**src/rtl/minmax_pkg.sv**
```systemverilog
// Shared encodings for the min/max block scanner: FSM states and comparator result bit positions.
package minmax_pkg;

  typedef enum logic [2:0] {
    S_IDLE    = 3'd0,
    S_FIRST   = 3'd1,
    S_WAIT    = 3'd2,
    S_CMP_MAX = 3'd3,
    S_CMP_MIN = 3'd4,
    S_DONE    = 3'd5
  } state_t;

  localparam int CMP_LT = 2;
  localparam int CMP_EQ = 1;
  localparam int CMP_GT = 0;

endpackage

```
**src/rtl/cmp_mag_en.sv**
```systemverilog
// DW-bit unsigned magnitude comparator, MSB-first cascade of enable-chained 1-bit cells.
// Purely combinational; e=0 forces {lt,eq,gt}=0.
module cmp_mag_en
  import minmax_pkg::*;
#(
  parameter int DW = 8
) (
  input  logic [DW-1:0] a,
  input  logic [DW-1:0] b,
  input  logic          e,
  output logic [2:0]    res
);

  // en_c[i+1] is high while all bits above i are equal; it enables cell i.
  logic [DW:0]   en_c;
  logic [DW-1:0] gt_b;
  logic [DW-1:0] lt_b;

  assign en_c[DW] = e;

  for (genvar i = DW - 1; i >= 0; i--) begin : g_cell
    assign gt_b[i] = en_c[i+1] &  a[i] & ~b[i];
    assign lt_b[i] = en_c[i+1] & ~a[i] &  b[i];
    assign en_c[i] = en_c[i+1] & ~(a[i] ^ b[i]);
  end

  always_comb begin
    res         = '0;
    res[CMP_LT] = |lt_b;
    res[CMP_EQ] = en_c[0];
    res[CMP_GT] = |gt_b;
  end

endmodule

```
**src/rtl/minmax_scan_ctrl.sv**
```systemverilog
// Block max/min finder sharing one comparator; first sample 1 cycle, later samples 3 cycles each.
// din_ready is a Moore decode of state (high in FIRST/WAIT only); source stalls simply hold state.
module minmax_scan_ctrl
  import minmax_pkg::*;
#(
  parameter int N_SAMPLES = 8,
  parameter int DW        = 8,
  localparam int CW       = (N_SAMPLES > 1) ? $clog2(N_SAMPLES) : 1
) (
  input  logic          clk,
  input  logic          rst_n,
  input  logic          start,
  input  logic [DW-1:0] din,
  input  logic          din_valid,
  output logic          din_ready,
  output logic [DW-1:0] max_out,
  output logic [DW-1:0] min_out,
  output logic [CW-1:0] max_idx,
  output logic [CW-1:0] min_idx,
  output logic          busy,
  output logic          done
);

  localparam logic [CW-1:0] LAST_IDX = CW'(N_SAMPLES - 1);

  state_t        state_q, state_d;
  logic [CW-1:0] cnt_q, cnt_d;
  logic [DW-1:0] s_q, s_d;
  logic [DW-1:0] max_q, max_d;
  logic [DW-1:0] min_q, min_d;
  logic [CW-1:0] maxi_q, maxi_d;
  logic [CW-1:0] mini_q, mini_d;

  logic          cmp_en;
  logic [DW-1:0] cmp_b;
  logic [2:0]    cmp_res;

  cmp_mag_en #(.DW(DW)) u_cmp (
    .a   (s_q),
    .b   (cmp_b),
    .e   (cmp_en),
    .res (cmp_res)
  );

  always_ff @(posedge clk or negedge rst_n) begin
    if (!rst_n) begin
      state_q <= S_IDLE;
      cnt_q   <= '0;
      s_q     <= '0;
      max_q   <= '0;
      min_q   <= '0;
      maxi_q  <= '0;
      mini_q  <= '0;
    end else begin
      state_q <= state_d;
      cnt_q   <= cnt_d;
      s_q     <= s_d;
      max_q   <= max_d;
      min_q   <= min_d;
      maxi_q  <= maxi_d;
      mini_q  <= mini_d;
    end
  end

  always_comb begin
    state_d = state_q;
    cnt_d   = cnt_q;
    s_d     = s_q;
    max_d   = max_q;
    min_d   = min_q;
    maxi_d  = maxi_q;
    mini_d  = mini_q;
    cmp_en  = 1'b0;
    cmp_b   = max_q;

    case (state_q)
      S_IDLE: begin
        if (start) begin
          state_d = S_FIRST;
          cnt_d   = '0;
        end
      end
      S_FIRST: begin
        if (din_valid && din_ready) begin
          max_d   = din;
          min_d   = din;
          maxi_d  = '0;
          mini_d  = '0;
          cnt_d   = CW'(1);
          state_d = (N_SAMPLES == 1) ? S_DONE : S_WAIT;
        end
      end
      S_WAIT: begin
        if (din_valid && din_ready) begin
          s_d     = din;
          state_d = S_CMP_MAX;
        end
      end
      S_CMP_MAX: begin
        cmp_en = 1'b1;
        cmp_b  = max_q;
        // Strict compare: a tie keeps the earlier index.
        if (cmp_res[CMP_GT] && !cmp_res[CMP_EQ]) begin
          max_d  = s_q;
          maxi_d = cnt_q;
        end
        state_d = S_CMP_MIN;
      end
      S_CMP_MIN: begin
        cmp_en = 1'b1;
        cmp_b  = min_q;
        if (cmp_res[CMP_LT] && !cmp_res[CMP_EQ]) begin
          min_d  = s_q;
          mini_d = cnt_q;
        end
        if (cnt_q == LAST_IDX) begin
          state_d = S_DONE;
        end else begin
          cnt_d   = cnt_q + CW'(1);
          state_d = S_WAIT;
        end
      end
      S_DONE: begin
        state_d = S_IDLE;
      end
      default: begin
        state_d = S_IDLE;
      end
    endcase
  end

  assign din_ready = (state_q == S_FIRST) || (state_q == S_WAIT);
  assign busy      = (state_q != S_IDLE);
  assign done      = (state_q == S_DONE);
  assign max_out   = max_q;
  assign min_out   = min_q;
  assign max_idx   = maxi_q;
  assign min_idx   = mini_q;

endmodule

```
**config.mk**
```make
export PLATFORM = sky130hd
export DESIGN_NAME = minmax_scan_ctrl
export DESIGN_NICKNAME = d
export VERILOG_FILES = /design/src/rtl/minmax_pkg.sv /design/src/rtl/cmp_mag_en.sv /design/src/rtl/minmax_scan_ctrl.sv
export SDC_FILE = /design/constraint.sdc
export NUM_CORES = 1
export LEC_CHECK = 0
export ABC_AREA = 1
export CORE_ASPECT_RATIO = 1.25
export CORE_MARGIN = 2
export CORE_UTILIZATION = 45
export CTS_CLUSTER_DIAMETER = 60
export CTS_CLUSTER_SIZE = 24
export DETAILED_ROUTE_END_ITERATION = 6
export GPL_TIMING_DRIVEN = 0
export PLACE_DENSITY_LB_ADDON = 0.15
export REMOVE_ABC_BUFFERS = 1
export SLEW_MARGIN = 20
export SYNTH_ARGS = -nofsm -noshare
export SYNTH_HDL_FRONTEND = slang
export SYNTH_SLANG_ARGS = --single-unit
```
**constraint.sdc**
```tcl
create_clock -name clk -period 2 [get_ports clk]
set_clock_uncertainty 0.05 [all_clocks]
set_input_delay 0.4 -clock clk [delete_from_list [all_inputs] [get_ports clk]]
set_output_delay 0.4 -clock clk [all_outputs]
set_load 0.03 [all_outputs]
```
# Word-level counts from Yosys, hierarchy flattened
# Index checks and enable logic that the tools add are counted.
# W data, S select, Z words.
# word_totals
out_inout_bits,25
regBits,36
word_cells,131
# op_classes
n_reduce_logical,18
bitwise_logic,72
n_eq_ne,12
n_mux,21
addsub,1
# ops
cell,count
$and A1 B1 Y1,40
$mux W8,4
$pmux W8 S2,2
$mux W3,10
$not A1 Y1,24
$reduce_or A8 Y1,2
$pmux W3 S5,1
$ne A2 B2 Y1 const B,6
$pmux W3 S2,2
$eq A3 B3 Y1 const B,3
$pmux W3 S3,1
$reduce_and A3 Y1,3
$xor A1 B1 Y1,8
$eq A3 B2 Y1 const B,2
$reduce_bool A3 Y1,2
$reduce_and A4 Y1,1
$reduce_bool A2 Y1,2
$add A3 B1 Y3 const B,1
$eq A3 B1 Y1 const B,1
$logic_and A1 B1 Y1,3
$logic_not A3 Y1,1
$reduce_and A2 Y1,1
$reduce_or A2 Y1,1
$logic_not A1 Y1,1
other kinds (2),2

# Longest topological paths before layout
# Gate-level depths: netlist of run 1.
# logic_depth
depth_word,17
depth_mapped,18

# Modules after synthesis
# From an unflattened synthesis of run 1, not the netlist that was laid out.
# hier_totals
cells_unflattened,326
area_unflattened_um2,2331.0
# modules_own_cells
mod,cells_per_inst,instances,area_per_inst_um2,seq_area_each_um2
minmax_scan_ctrl,253,1,1990.7,900.9
cmp_mag_en,73,1,340.3,0.0

# Least setup slack after synthesis of run 1
# OpenSTA, ideal clock, no wires.
# synth_timing
path_type,flip-flop to flip-flop
startpoint,register state_q[0]
endpoint,"register min_q[7], in the netlist min_out[7]"
period_less_slack_ns,1.882
setup_ns,0.118
slack_ns,0.118
arrival_time_ns,1.713
path_buffers,2
path_stages_with_launch,15
cell_sequence,dfrtp_1 -> nor2_4 -> nand2_4 -> buf_6 -> o211ai_2 -> nand2_1 -> nor2_2 -> nand3b_1 -> nor2_1 -> nand2_1 -> nand3_2 -> nand2_1 -> buf_6 -> nand2_1 -> nand2_1
# synth_via
elab_chain_len,17
elab_cells_between_ends,57
cone_classes,eq/ne: 6; mux: 3; bitwise: 40; reduce/logical: 8
# synth_rtl
item,line_no,source
"start, declared",minmax_scan_ctrl.sv:26,"state_t state_q, state_d;"
"start signal, assigned",minmax_scan_ctrl.sv:55,state_q <= state_d;
$eq A3 B3 Y1,minmax_scan_ctrl.sv:76,case (state_q)
$mux W8,minmax_scan_ctrl.sv:76,
$xor A1 B1 Y1,cmp_mag_en.sv:24,assign en_c[i] = en_c[i+1] & ~(a[i] ^ b[i]);
$not A1 Y1,cmp_mag_en.sv:24,
$and A1 B1 Y1 (7 in a row),cmp_mag_en.sv:24,
$and A1 B1 Y1 (2 in a row),cmp_mag_en.sv:23,assign lt_b[i] = en_c[i+1] & ~a[i] & b[i];
$reduce_or A8 Y1,cmp_mag_en.sv:29,res[CMP_LT] = |lt_b;
$logic_and A1 B1 Y1,minmax_scan_ctrl.sv:112,if (cmp_res[CMP_LT] && !cmp_res[CMP_EQ]) begin
$ne A2 B2 Y1 (no line),-,
$reduce_and A3 Y1 (no line),-,
"end signal, assigned",minmax_scan_ctrl.sv:59,min_q <= min_d;
"end, declared",minmax_scan_ctrl.sv:30,"logic [DW-1:0] min_q, min_d;"
# Several ways; a longest one is shown, not always the timed one.
# A chain may end at the register's enable or synchronous reset.

# Final worst setup path of run 1
# layout_timing
startpoint,register state_q[1]
endpoint,"register max_q[2], in the netlist max_out[2]"
# layout_via
elab_chain_len,17
elab_cells_between_ends,65
cone_classes,eq/ne: 6; mux: 3; bitwise: 48; reduce/logical: 8
# layout_rtl
item,line_no,source
$eq A3 B3 Y1,minmax_scan_ctrl.sv:76,
$mux W8,minmax_scan_ctrl.sv:76,
$xor A1 B1 Y1,cmp_mag_en.sv:24,
$not A1 Y1,cmp_mag_en.sv:24,
$and A1 B1 Y1 (7 in a row),cmp_mag_en.sv:24,
$and A1 B1 Y1 (2 in a row),cmp_mag_en.sv:22,assign gt_b[i] = en_c[i+1] & a[i] & ~b[i];
$reduce_or A8 Y1,cmp_mag_en.sv:31,res[CMP_GT] = |gt_b;
$logic_and A1 B1 Y1,minmax_scan_ctrl.sv:103,if (cmp_res[CMP_GT] && !cmp_res[CMP_EQ]) begin
$ne A2 B2 Y1 (no line),-,
$reduce_and A3 Y1 (no line),-,
"end signal, assigned",minmax_scan_ctrl.sv:58,max_q <= max_d;
"end, declared",minmax_scan_ctrl.sv:29,"logic [DW-1:0] max_q, max_d;"
# Several ways; a longest one is shown, not always the timed one.

==> results of run 1 <==
[kinds of logic after synthesis]
logic type                 share of synthesized area (%)
DFF                                                 41.6
buffers and inverters                               10.5
adders and majority gates                           1.16
and+or+nand+nor                                     35.8
AOI/OAI and AO/OA                                   11.0
[cell usage in the layout (no fill, tap or decap), types with 3 or more instances in the layout]
cell	instances
clkbuf_8	5
inv_1	34
nor2_1	26
nand2_1	93
o21ai_1	4
nor2_4	3
nand2_2	15
buf_6	6
o21ai_0	23
clkdlybuf4s50_1	32
nand3_2	4
nand2_8	5
nand3_4	3
nand3_1	29
buf_12	3
buf_4	11
dfrtp_1	34
a21oi_1	9
nand2_4	6
nor2_2	3
o211ai_1	4
[path summary, 6_finish.rpt]
path / startpoint / cells past startpoint / endpoint
max: state_q[1]$_DFFE_PN0P_ / 13 / max_out[2]$_DFFE_PN0P_
min: min_idx[0]$_DFFE_PN0P_ / 2 / min_idx[0]$_DFFE_PN0P_
max reg2reg: state_q[1]$_DFFE_PN0P_ / 13 / max_out[2]$_DFFE_PN0P_
min reg2reg: min_idx[0]$_DFFE_PN0P_ / 2 / min_idx[0]$_DFFE_PN0P_
max in group asynchronous: rst_n / 3 / state_q[2]$_DFFE_PN0P_
min in group asynchronous: rst_n / 2 / max_out[6]$_DFFE_PN0P_
[sequential cells by signal (all words and copies together), names as in the netlist]
signal / cells
cnt_q: 3
max_idx: 3
max_out: 8
min_idx: 3
min_out: 8
s_q: 8
state_q: 3
[critical path, cell delays in order, from the launching register on]
cell and delay [ns]:
dfrtp_2 0.43, nor2_4 0.14, buf_12 0.14, nand2_8 0.08, o211ai_1 0.29, nand2_1 0.12, inv_1 0.09, nand3b_1 0.10
nor2_1 0.16, nand2_2 0.11, nand3_4 0.19, nand2_8 0.11, nand2_2 0.10, nand2_1 0.06
[through the flow]
step | setup slack [ns] | hold slack (ns)
after floorplan | -0.110 | 0.0544
after global placement | -0.700 | 0.406
after detailed placement | -0.716 | 0.295
after CTS | -0.119 | 0.433
after global routing | -0.398 | 0.446
final | -0.283 | 0.428
[layer usage]
| metal | share of wire [%] | wire [um] | vias up |
|---|---|---|---|
| met5 | 0 | 0 | - |
| met4 | 2.2 | 144 | 0 |
| met3 | 6.4 | 428 | 12 |
| met2 | 51 | 3410 | 93 |
| met1 | 41 | 2710 | 1090 |
| li1 | - | - | 1132 |
[Yosys cell counts, drive strengths merged]
| master | number | area [sq um] |
|---|---|---|
| nand3b | 1 | 7.51 |
| a31o | 1 | 8.76 |
| o211ai | 5 | 42.5 |
| inv | 36 | 135 |
| a21oi | 9 | 45.0 |
| nand3 | 35 | 185 |
| dfrtp | 36 | 901 |
| o22ai | 1 | 6.26 |
| nor3 | 2 | 10.0 |
| ha | 2 | 25.0 |
| nand2 | 113 | 434 |
| clkinv | 1 | 3.75 |
| or2 | 1 | 6.26 |
| buf | 7 | 65.1 |
| nor2 | 32 | 133 |
| clkbuf | 6 | 22.5 |
| o21ai | 27 | 135 |
[report_power, final]
part | total (uW) | internal [uW] | leakage [uW] | switching, uW
combinational | 3510 | 1320 | 0.00108 | 2200
sequential | 1270 | 1020 | 0.000445 | 248
clock | 648 | 370 | 0.0000552 | 278
[area by class of cell]
cell class              instances  area, sq um  area share, %
clock buffers                   6         72.6           2.31
clock inverters                 2         35.0           1.11
inverters                      37          143           4.54
multi-input cells             236         1280           40.9
flip-flops and latches         36          906           28.8
well taps                      60         75.1           2.39
repair buffers                 60          627           19.9
[timing repair]
action / 4_1_cts / 5_1_grt
endpoints found under the setup margin: 25 / 23
pin swaps: 5 / 7
cloned: 5 / 2
setup buffers: 11 / 11
endpoints found under the hold margin: 13 / 0
resized for setup: 38 / 25
hold buffers: 1 / 0
==> impl_metrics.csv, run 1 <==
group,metric,value,unit
run_status,run_status,"finished, violations left",
run_status,failed_checks,"setup timing",
placement,gp_congestion,0.874,
placement,placed_cells,399,
yosys,ys_seq_elements,36,
cells_and_area,syn_to_final_growth,45.1,%
drt,wl,6690,um
sta,fin_crit,2.28,ns
drt,dr.pass1.iters,4,
cells_and_area,finalNetCount,390,
yosys,yosysWarnings,0,
drt,drc,0,
yosys,syn_avg_cell_area,6.88,sq um
drt,dr.first_iter.drc_count,157,
clock_tree,cts.path.max_buffers,2,
floorplanning,initial_utilization,46.1,%
sta,timing.fmax,438,MHz
sta,post-route-period-util,114,%
sta,tightest_slew,0.593,ns
global_route,grt_max_degree,24,
global_route,grt_pass1_vias,2070,
drt,drtAntennaViolNets,0,
setup_path,arrival,2.42,ns
sta,drv_slew,0,
global_route,antenna_found_initial,0,
placement,dpl_cell_area,2540,sq um
global_route,grt_overflow,0,
power_and_ir_drop,ir_worst_vdd,1.05,mV
sta,final-hold-violation-count,0,
setup_path,r2r_slack,-0.28,ns
clock_tree,cts_root_buffer,"clkbuf_8",
sta,grt_setup_unrepaired,"yes",
floorplanning,coreArea,4690,sq um
setup_path,crit_path_start_kind,"flip-flop",
global_route,busiest_layer,"met2",
yosys,netlist_area,2170,sq um
setup_path,cp.required,2.14,ns
placement,io_buffers,36,
sta,post-route-worst-setup-slack,-0.283,ns
cells_and_area,final_area,3140,sq um
cells_and_area,nFillCells,429,
cells_and_area,final_cells,437,
placement,hpwl,3610,um
power_and_ir_drop,p_total,5430,uW
global_route,grt_pass1_wl,9690,um
clock_tree,cts.sinks,36,
cells_and_area,antenna_cells,0,
sta,maxSlewHeadroom,60.4,%
drt,wire_per_inst,15.3,um
yosys,ys_seq_area_share,41.6,%
cells_and_area,drive_above_1_share,21.0,%
clock_tree,clkSlewWorstSetupHoldPaths,0.08,ns
global_route,grt_usage,24.4,%
floorplanning,die_h,81.6,um
yosys,syn_inst,315,
cells_and_area,fin_util,67.0,%
yosys,synth_cell_type_count,27,
global_route,grt_use_met2,40.5,%
power_and_ir_drop,power_density,1730,nW/um^2
power_and_ir_drop,p_leak,0.00158,uW
clock_tree,cts-buffers-inserted,5,
floorplanning,dieWidth,66.1,um
global_route,use_met3,4.93,%
drt,routed_via_density,5.32,
setup_path,cp-end-kind,"flip-flop",
clock_tree,insertion_delay,0.30,ns
setup_path,crit_fanout,6,
clock_tree,cts.htree.levels,2,
floorplanning,ios,37,
sta,tns,-4.72,ns
worst_hold_path,hold_path.class,"reg2reg",
drt,num_vias,2327,
run,drv_cap,0,
sta,finalSetupViolCount,23,
clock_tree,cts_tree,"built",
global_route,gr-usage-met1,30.5,%
floorplanning,fp-row-count,28,
floorplanning,die-area,5390,sq um
setup_path,crit_type,"reg2reg",
Note: power is estimated with default switching activity, not from simulation.
==> inputs of run 2 (changes only) <==
--- a/config.mk
+++ b/config.mk
@@ -8,7 +8,7 @@
 export ABC_AREA = 1
 export CORE_ASPECT_RATIO = 1.25
 export CORE_MARGIN = 2
-export CORE_UTILIZATION = 45
+export CORE_UTILIZATION = 48
 export CTS_CLUSTER_DIAMETER = 60
 export CTS_CLUSTER_SIZE = 24
 export DETAILED_ROUTE_END_ITERATION = 6
==> constraint.sdc (replaced) <==
create_clock -name clk -period 2 [get_ports clk]
set_clock_uncertainty 0.05 [all_clocks]
set_input_delay 0.4 -clock clk [delete_from_list [all_inputs] [get_ports clk]]
set_output_delay 0.4 -clock clk [all_outputs]
set_load 0.005 [all_outputs]
==> run 2 against run 1 <==
Clock power is 0.6% lower. Via count fell by 2.2%. Critical endpoint is now min_out[5]$_DFFE_PN0P_. The flow still finishes with violations (setup timing). First-iteration DRC count decreased by 3.2%. Sequential power about the same. Largest power group unchanged. Critical path type unchanged. Sequential share of layout area grew 1.3 points.
==> impl_metrics.csv, run 2 (synthesized netlist as in run 1, its figures left out) <==
group,metric,value,unit
sta,timing.fmax,470,MHz
cells_and_area,nFillCells,364,
setup_path,r2r-end,"min_out[5]$_DFFE_PN0P_",
clock_tree,cts.sinks,36,
sta,final-hold-violation-count,0,
sta,maxSlewHeadroom,60.0,%
sta,post-route-worst-setup-slack,-0.129,ns
setup_path,cp.required,2.17,ns
clock_tree,cts-buffers-inserted,5,
sta,grt_setup_unrepaired,"yes",
drt,drc,0,
sta,post-route-period-util,106,%
worst_hold_path,hold_path.class,"in2async",
setup_path,crit_path_start_kind,"flip-flop",
drt,dr.pass1.iters,4,
setup_path,crit_path_start,"state_q[0]$_DFFE_PN0P_",
cells_and_area,final_cell_mix,"nand2_1, dfrtp_1, inv_1, clkdlybuf4s50_1",
global_route,grt_pass1_vias,2048,
cells_and_area,seqCellArea,902,sq um
floorplanning,fp-row-count,27,
setup_path,crit_type,"reg2reg",
run_status,failed_checks,"setup timing",
cells_and_area,drive_above_1_share,18.9,%
power_and_ir_drop,p_leak,0.00150,uW
setup_path,arrival,2.30,ns
placement,io_buffers,36,
global_route,grt_overflow,0,
floorplanning,die-area,5070,sq um
sta,drv_slew,0,
setup_path,crit_fanout,11,
drt,routed_via_density,5.37,
setup_path,cp-end-kind,"flip-flop",
clock_tree,clkSlewWorstSetupHoldPaths,0.08,ns
setup_path,r2r_slack,-0.13,ns
clock_tree,cts_root_buffer,"clkbuf_8",
drt,dr.first_iter.drc_count,152,
sta,fin_crit,2.13,ns
placement,hpwl,3470,um
clock_tree,cts.path.max_buffers,2,
placement,dpl_worst_slack,-0.754,ns
clock_tree,cts_tree,"built",
global_route,antenna_found_initial,0,
placement,gp_congestion,0.861,
cells_and_area,syn_to_final_growth,38.2,%
setup_path,reg2reg_from,"state_q[0]$_DFFE_PN0P_",
run,drv_cap,0,
global_route,grt_pass1_wl,9550,um
cells_and_area,finalNetCount,379,
drt,wl,6160,um
drt,drtAntennaViolNets,0,
global_route,grt_usage,24.5,%
run_status,run_status,"finished, violations left",
cells_and_area,antenna_cells,0,
floorplanning,ios,37,
clock_tree,cts.htree.levels,2,
sta,whs,0.00624,ns
drt,wire_per_inst,14.5,um
floorplanning,coreArea,4360,sq um
sta,tightest_slew,0.599,ns
global_route,grt_max_degree,21,
sta,finalSetupViolCount,23,
setup_path,r2r.worst_path.cells,12,
power_and_ir_drop,power_density,1580,nW/um^2
floorplanning,die_h,79.1,um
floorplanning,dieWidth,64.1,um
clock_tree,insertion_delay,0.29,ns
power_and_ir_drop,ir_worst_vdd,0.675,mV
cells_and_area,multiInputGateArea,1230,sq um
cells_and_area,final_common_cell,"nand2_1",
drt,num_vias,2275,
floorplanning,initial_utilization,49.7,%
==> run 2: layout make-up <==
cell class	count	share of cell area, %
multi-input cells	232	41.2
flip-flops and latches	36	30.1
repair buffers	52	17.6
inverters	37	4.68
well taps	58	2.42
clock buffers	5	2.30
clock inverters	3	1.42
repair inverters	1	0.251
==> run 2: power breakdown <==
group          internal [uW]  switching, uW
registers               1010            235
logic                   1150           1680
clock network            369            275
==> run 2: routing by layer <==
layer / vias to the layer above / routed length, um / GRT usage (%)
met5: - / 0 / 0
met4: 0 / 150 / 8.70
met3: 11 / 409 / 3.82
met2: 91 / 3050 / 42.6
met1: 1074 / 2550 / 30.6
li1: 1099 / - / -
==> run 2: what timing repair did <==
| item | in CTS | in global routing |
|---|---|---|
| gates resized for setup | 32 | 21 |
| setup buffers | 13 | 2 |
| setup endpoints to repair | 24 | 24 |
| pin swaps | 5 | 4 |
| hold buffers | 0 | 0 |
| cloned | 2 | 2 |
==> run 2: worst max path at each step <==
| stage | slack [ns] | endpoint | cells after the start |
|---|---|---|---|
| after global placement | -0.71 | min_idx[2]$_DFFE_PN0P_ | 14 |
| after detailed placement | -0.75 | min_out[5]$_DFFE_PN0P_ | 14 |
| after global routing | -0.25 | min_out[5]$_DFFE_PN0P_ | 14 |
| after CTS | -0.008 | min_out[5]$_DFFE_PN0P_ | 14 |
| final | -0.13 | min_out[5]$_DFFE_PN0P_ | 12 |
| after floorplan | -0.10 | min_idx[0]$_DFFE_PN0P_ | 14 |
==> run 2: per-stage QoR <==
step | instance area, sq um | instances | total power [uW] | setup TNS, ns | util [%]
final | 2990 | 424 | 4720 | -2.15 | 68.7
after global routing | 2990 | 424 | 5070 | -4.96 | 68.7
after CTS | 2880 | 420 | 4460 | -0.0126 | 66.1
after detailed placement | 2530 | 397 | 3380 | -13.66 | 58.1
after global placement | 2510 | 396 | 3330 | -27.62 | 57.6
after floorplan | 2080 | 302 | 2550 | -1.63 | -
==> run 2: critical path: stages, from the launching register on <==
cell	delay, ns
dfrtp_1	0.43
nor2_4	0.23
nand2_8	0.12
inv_2	0.18
nor2_1	0.10
nor2_2	0.15
nand3b_1	0.14
nor2_1	0.16
nand2_2	0.09
nand3_4	0.11
buf_6	0.16
nand3_1	0.07
nand2_1	0.09
==> inputs of run 3 (changes only) <==
--- a/config.mk
+++ b/config.mk
@@ -12,7 +12,6 @@
 export CTS_CLUSTER_DIAMETER = 60
 export CTS_CLUSTER_SIZE = 24
 export DETAILED_ROUTE_END_ITERATION = 6
-export GPL_TIMING_DRIVEN = 0
 export PLACE_DENSITY_LB_ADDON = 0.15
 export REMOVE_ABC_BUFFERS = 1
 export SLEW_MARGIN = 20
==> run 3 against run 2 <==
Die area stayed put. Final cell count is 3.8% higher. Worst setup slack worse by 0.037 ns. Wire length is 2.1% lower. Total power is 2.2% higher. Core utilization is 1.3 points higher. Largest cell class unchanged. The flow still finishes with violations (setup timing). Clock power hardly changed. Critical path depth is 6 higher. Cell area is 1.9% higher. Via count is 0.57% lower. Sequential share of layout area is 0.61 points lower. Combinational power is 4% higher.
==> impl_metrics.csv, run 3 (synthesized netlist as in run 1, its figures left out) <==
group,metric,value,unit
placement,hpwl,4000,um
power_and_ir_drop,power_density,1580,nW/um^2
sta,fin_crit,2.17,ns
clock_tree,insertion_delay,0.29,ns
run,drv_cap,0,
run_status,failed_checks,"setup timing",
setup_path,crit_fanout,9,
drt,num_vias,2262,
floorplanning,die_h,79.1,um
cells_and_area,finalNetCount,395,
floorplanning,die-area,5070,sq um
setup_path,cp-end-kind,"flip-flop",
sta,final-hold-violation-count,0,
clock_tree,cts-buffers-inserted,5,
cells_and_area,final_area,3050,sq um
clock_tree,cts.htree.levels,2,
sta,maxSlewHeadroom,68.1,%
sta,drv_slew,0,
run_status,run_status,"finished, violations left",
global_route,grt_max_degree,37,
power_and_ir_drop,p_total,4830,uW
floorplanning,coreArea,4360,sq um
sta,post-route-worst-setup-slack,-0.165,ns
sta,whs,0.433,ns
power_and_ir_drop,p_leak,0.00157,uW
drt,drtAntennaViolNets,0,
setup_path,crit_path_start_kind,"flip-flop",
global_route,grt_overflow,0,
cells_and_area,final_common_cell,"nand2_1",
global_route,antenna_found_initial,0,
drt,dr.first_iter.drc_count,112,
cells_and_area,drive_above_1_share,20.7,%
placement,gp_congestion,0.834,
placement,dpl_cell_area,2720,sq um
global_route,grt_pass1_vias,2144,
placement,io_buffers,36,
drt,wire_per_inst,13.7,um
setup_path,arrival,2.30,ns
sta,timing.fmax,462,MHz
global_route,grt_usage,26.1,%
power_and_ir_drop,ir_worst_vdd,0.738,mV
cells_and_area,nFillCells,351,
global_route,grt_pass1_wl,10200,um
sta,finalSetupViolCount,22,
setup_path,crit_type,"reg2reg",
floorplanning,ios,37,
clock_tree,cts.path.max_buffers,2,
sta,grt_setup_unrepaired,"yes",
cells_and_area,final_cell_mix,"nand2_1, dfrtp_1, inv_1, clkdlybuf4s50_1, buf_4",
cells_and_area,antenna_cells,0,
clock_tree,clkSlewWorstSetupHoldPaths,0.08,ns
worst_hold_path,hold_path.class,"reg2reg",
drt,dr.pass1.iters,4,
drt,drc,0,
floorplanning,fp-row-count,27,
clock_tree,ctsHoldBuffers,0,
cells_and_area,syn_to_final_growth,40.8,%
sta,post-route-period-util,108,%
floorplanning,dieWidth,64.1,um
floorplanning,initial_utilization,49.7,%
drt,routed_via_density,5.14,
clock_tree,cts.sinks,36,
drt,wl,6030,um
setup_path,cp.required,2.14,ns
clock_tree,cts_tree,"built",
clock_tree,cts_root_buffer,"clkbuf_8",
sta,tightest_slew,0.478,ns
[run 3: routing by layer]
| layer | GRT usage [%] | part of all wire, % | vias up |
|---|---|---|---|
| met1 | 32.1 | 43 | 1067 |
| li1 | - | - | 1124 |
| met4 | 11.7 | 2.4 | 0 |
| met5 | 0 | 0 | - |
| met3 | 4.53 | 4.3 | 12 |
| met2 | 44.5 | 51 | 59 |
[run 3: power breakdown]
group          total [uW]  leakage (uW)  internal (uW)  switching (uW)
combinational        2930       0.00107           1320            1610
clock                 645     0.0000541            369             276
sequential           1250      0.000448           1010             233
total                4830       0.00157           2710            2120
[run 3: what timing repair did]
action / CTS / global route
hold endpoints to repair: 0 / 0
gates cloned: 2 / 0
setup endpoints to repair: 24 / 26
pin swaps: 8 / 7
resized for setup: 30 / 9
setup buffers: 8 / 0
[run 3: metrics by stage]
step,cells,TNS [ns],utilization [%],setup slack [ns]
3_3_place_gp,422,-0.187,62.4,-0.0344
6_report,440,-3.00,70.0,-0.165
3_5_place_dp,422,-1.10,62.4,-0.0942
4_1_cts,440,-2.18,69.5,-0.131
2_1_floorplan,302,-1.63,-,-0.103
5_1_grt,440,-7.09,70.0,-0.343
[run 3: critical path, stage by stage (launching register included)]
cell	delay, ns
dfrtp_1	0.39
buf_6	0.12
nor2_4	0.12
buf_12	0.13
nand2_8	0.08
buf_12	0.15
nand2_1	0.08
o21ai_1	0.07
nand2_1	0.07
nand2_1	0.05
nand2_1	0.05
nand2_1	0.05
nand2_1	0.05
nand2_1	0.05
nand2_1	0.09
nand3_2	0.11
buf_4	0.20
nand3_1	0.09
nand2_1	0.05
[run 3: path summary, 6_finish.rpt]
check	from	endpoint	slack [ns]	depth (start not counted)
worst max register to register	state_q[0]$_DFFE_PN0P_	min_out[3]$_DFFE_PN0P_	-0.17	18
max in group asynchronous	rst_n	max_out[1]$_DFFE_PN0P_	1.08	2
min in group asynchronous	rst_n	min_idx[2]$_DFFE_PN0P_	0.47	2
worst max-delay path	state_q[0]$_DFFE_PN0P_	min_out[3]$_DFFE_PN0P_	-0.17	18
worst min-delay path	min_idx[2]$_DFFE_PN0P_	min_idx[2]$_DFFE_PN0P_	0.43	2
worst min register to register	min_idx[2]$_DFFE_PN0P_	min_idx[2]$_DFFE_PN0P_	0.43	2
[run 3: final cells by class]
type	instances	area (sq um)	share of cell area (%)
clock buffers	5	68.8	2.26
repair buffers	70	652	21.4
clock inverters	3	42.5	1.39
well taps	58	72.6	2.38
multi-input cells	231	1170	38.5
flip-flops and latches	36	901	29.5
inverters	37	139	4.55
